--- src/rtl/shift_register_piso_pkg.sv ---
// Shared types and defaults for the parallel-in, serial-out shifter.
// Keeps the per-edge operation decode in one place so priority is explicit.
package shift_register_piso_pkg;

  localparam int unsigned DEFAULT_WIDTH = 8;

  // Operation applied to the register on a clock edge when reset is not active.
  typedef enum logic {
    OP_SHIFT = 1'b0,
    OP_LOAD  = 1'b1
  } op_e;

  function automatic op_e decode_op(input logic load);
    return load ? OP_LOAD : OP_SHIFT;
  endfunction

endpackage

--- src/rtl/shift_register_piso.sv ---
// Parallel-in, serial-out shift register: captures a word on load, then emits
// one bit per clock from the head of the register, zero-filling behind it.
module shift_register_piso
  import shift_register_piso_pkg::*;
#(
  parameter int unsigned WIDTH     = DEFAULT_WIDTH,
  parameter bit          LSB_FIRST = 1'b1
) (
  input  logic             clk,
  input  logic             rst_n,
  input  logic [WIDTH-1:0] in,
  input  logic             load,
  output logic             out
);

  logic [WIDTH-1:0] q_q;
  logic [WIDTH-1:0] q_d;
  logic [WIDTH-1:0] shifted;
  op_e              op;

  assign op = decode_op(load);

  // Direction is fixed at elaboration; the head bit is the one that leaves next.
  generate
    if (LSB_FIRST) begin : g_lsb_first
      assign shifted = {1'b0, q_q[WIDTH-1:1]};
      assign out     = q_q[0];
    end else begin : g_msb_first
      assign shifted = {q_q[WIDTH-2:0], 1'b0};
      assign out     = q_q[WIDTH-1];
    end
  endgenerate

  always_comb begin
    // NOTE: default assignment first so every path drives q_d and no latch is inferred.
    q_d = q_q;
    unique case (op)
      OP_LOAD:  q_d = in;
      OP_SHIFT: q_d = shifted;
      default:  q_d = q_q;
    endcase
  end

  always_ff @(posedge clk) begin
    // NOTE: non-blocking assignment for state so all flops update together at the edge.
    if (!rst_n) begin
      q_q <= '0;
    end else begin
      q_q <= q_d;
    end
  end

endmodule

--- config.mk ---
export PLATFORM = sky130hd
export DESIGN_NAME = shift_register_piso
export DESIGN_NICKNAME = d
export VERILOG_FILES = /design/src/rtl/shift_register_piso_pkg.sv /design/src/rtl/shift_register_piso.sv
export SDC_FILE = /design/constraint.sdc
export NUM_CORES = 1
export LEC_CHECK = 0
export CAP_MARGIN = 20
export CORE_AREA = 3 3 40 42
export DETAILED_ROUTE_END_ITERATION = 12
export DIE_AREA = 0 0 43 45
export GPL_ROUTABILITY_DRIVEN = 0
export GPL_TIMING_DRIVEN = 0
export PLACE_DENSITY = 0.51
export RECOVER_POWER = 50
export SKIP_CTS_REPAIR_TIMING = 1
export SYNTH_ARGS = -nofsm -noshare
export SYNTH_HDL_FRONTEND = slang
export SYNTH_SLANG_ARGS = --single-unit
--- constraint.sdc ---
create_clock -name clk -period 0.8 [get_ports clk]
set_clock_uncertainty 0.05 [all_clocks]
set_input_delay 0.2 -clock clk [delete_from_list [all_inputs] [get_ports clk]]
set_output_delay 0.2 -clock clk [all_outputs]
set_load 0.03 [all_outputs]
==> impl_metrics.ini <==
[critical_path]
cp_top_family = flip-flops
cpMaxStageDelayCell = dfxtp_2
start_kind = flip-flop
critPathMaxStageDelay_ps = 310
reg2reg_depth = 2
cp-end-kind = output pin
r2r-end = q_q[5]$_SDFF_PN0_
ff2ff_setup_slack_ps = 150
path_cells = buf_6
timing.rr.start = q_q[6]$_SDFF_PN0_
worstPathRequired_ps = 550
cp_num_buf_inv = 1
cp_max_fo = 1
path_class = reg2out
arrival_ps = 690

[layout]
synthToLayoutAreaGrowth_pct = 50.00
final_cell_mix = mux2i_1 (7), nor2b_1 (7), dfxtp_1 (7), clkdlybuf4s50_1 (6), clkbuf_4 (3)
largest_register_ffs = 8
final_util = 0.3418
nets = 50
reg_top3 = q_q x8
n_antenna_cell = 0
n_fill_cell = 134
layout-drive-gt1-share = 0.1892
largest-register = q_q

[global_route]
grt_pass1_wl_um = 779
grt_pass1_vias = 184
grt_overflow = 0
track_usage = 0.06266
grt_max_degree = 9
grt_antenna_before_repair = 0

[sta]
min_period_over_period = 1.170
post-route-min-period_ps = 935.8
worst_slew_pin_slew_ps = 211.7
fin_ws_ps = -135.8
setup_viol = 3
hold_viol = 0
slew_headroom = 0.8586
setup-tns-final_ps = -186.9
timing.fmax_ghz = 1.069
slew_violations = 0
rsz0062_at_grt = yes

[yosys]
synth.distinct_cells = 5
synthCells = 24
yosys_warnings = 0
synth_area_leader_cell = dfxtp_1
yosysSeqAreaShare = 0.5470
synth_top_area_share = 0.5470
synth_seq_cells = 8
synth_area_leaders = dfxtp_1 (55%), mux2i_1 (24%), nor2b_1 (15%), buf_6 (3.8%), and3_2 (2.6%)
synth_fp_nets = 35
syn_area_per_cell_um2 = 12.20
synth_area_um2 = 292.8

[floorplanning]
die_area_um2 = 1935
io_pins = 12
fp.dieW_um = 43
start_util = 0.2278
fp-row-count = 13
core_area_um2 = 1285
fp.dieH_um = 45

[route]
dr.pass1.iters = 2
via_per_inst = 3.808
vias = 198
wl_um = 495
wire_per_inst_um = 9.519
ant_nets = 0
drc = 0
drtIter0Drc = 2

[pwr]
p_clk_frac = 0.363
p_int_mw = 0.6659
switching_share = 0.2078
ir_worst_vdd_mv = 0.6324
power_density_nw_per_um2 = 1914
comb_power_share = 0.129
seq_power_share = 0.508
p_total_mw = 0.8406
switchingPower_mw = 0.1747
leakage_nw = 0.1958

[flow_run]
cap_violations = 0

[clock_network]
cts_buffer_depth = 2
insertion_delay_ps = 250
cts_inserted_buffers = 3
path_clk_slew_ps = 50
cts_tree = built
cts_root_buffer = clkbuf_4
clock_sinks = 8
cts-htree-levels = 1

[place]
place_ws_ps = -396.4
port_buffers = 10

[min_path]
hp-class = in2reg
hold_end = q_q[7]$_SDFF_PN0_
hold_start = load
hold_depth = 2

[outcome]
failed_checks = negative setup slack
status = finished, violations left
cells in the mapped netlist, drive strengths merged:
cell	count
mux2i	7
and3	1
nor2b	7
dfxtp	8
buf	1
power by group through the flow:
stage,clock network [mW],logic [mW],registers (mW)
6_report,0.305,0.108,0.427
5_1_grt,0.344,0.120,0.429
4_1_cts,0.327,0.112,0.426
3_5_place_dp,0,0.111,0.435
3_3_place_gp,0,0.110,0.434
2_1_floorplan,0,0.0476,0.440
logic make-up (layout without fill, tap and decap cells):
group                  after synthesis  after routing  share of synthesized area
and+or+nand+nor                      8              8                     0.1752
buffers and inverters                1             14                    0.03846
DFF                                  8              8                     0.5470
muxes                                7              7                     0.2393
layer usage:
layer / GRT usage / wire (µm) / vias up
met3: 0.03187 / 55 / 2
met2: 0.05988 / 181 / 10
met4: 0.09036 / 16 / 0
met1: 0.07786 / 241 / 79
li1: - / - / 107
met5: 0 / 0 / -
cell type report:
type / count / area (µm²) / area share
Multi-Input combinational cell: 15 / 121.4 / 0.2764
Tap cell: 15 / 18.77 / 0.04274
Sequential cell: 8 / 161.4 / 0.3675
Timing Repair Buffer: 10 / 103.9 / 0.2365
Clock buffer: 3 / 22.52 / 0.05128
Buffer: 1 / 11.26 / 0.02564
worst max path at each step:
stage	startpoint	to	slack (ps)	cells past startpoint
final	q_q[0]$_SDFF_PN0_	out	-140	1
after global routing	q_q[0]$_SDFF_PN0_	out	-160	1
after floorplan	q_q[0]$_SDFF_PN0_	out	90	0
after detailed placement	q_q[0]$_SDFF_PN0_	out	-400	1
after global placement	q_q[0]$_SDFF_PN0_	out	-390	1
after CTS	q_q[0]$_SDFF_PN0_	out	-680	1
through the flow:
stage / hold WS, ps / instance area [µm²] / cells
after global routing: 211.8 / 439.2 / 52
final: 217.8 / 439.2 / 52
after CTS: 207.6 / 434.2 / 52
after global placement: 412.6 / 411.6 / 49
after detailed placement: 421.5 / 411.6 / 49
after floorplan: 278.2 / 292.8 / 24
No activity file was read; power rests on OpenSTA's default activity.
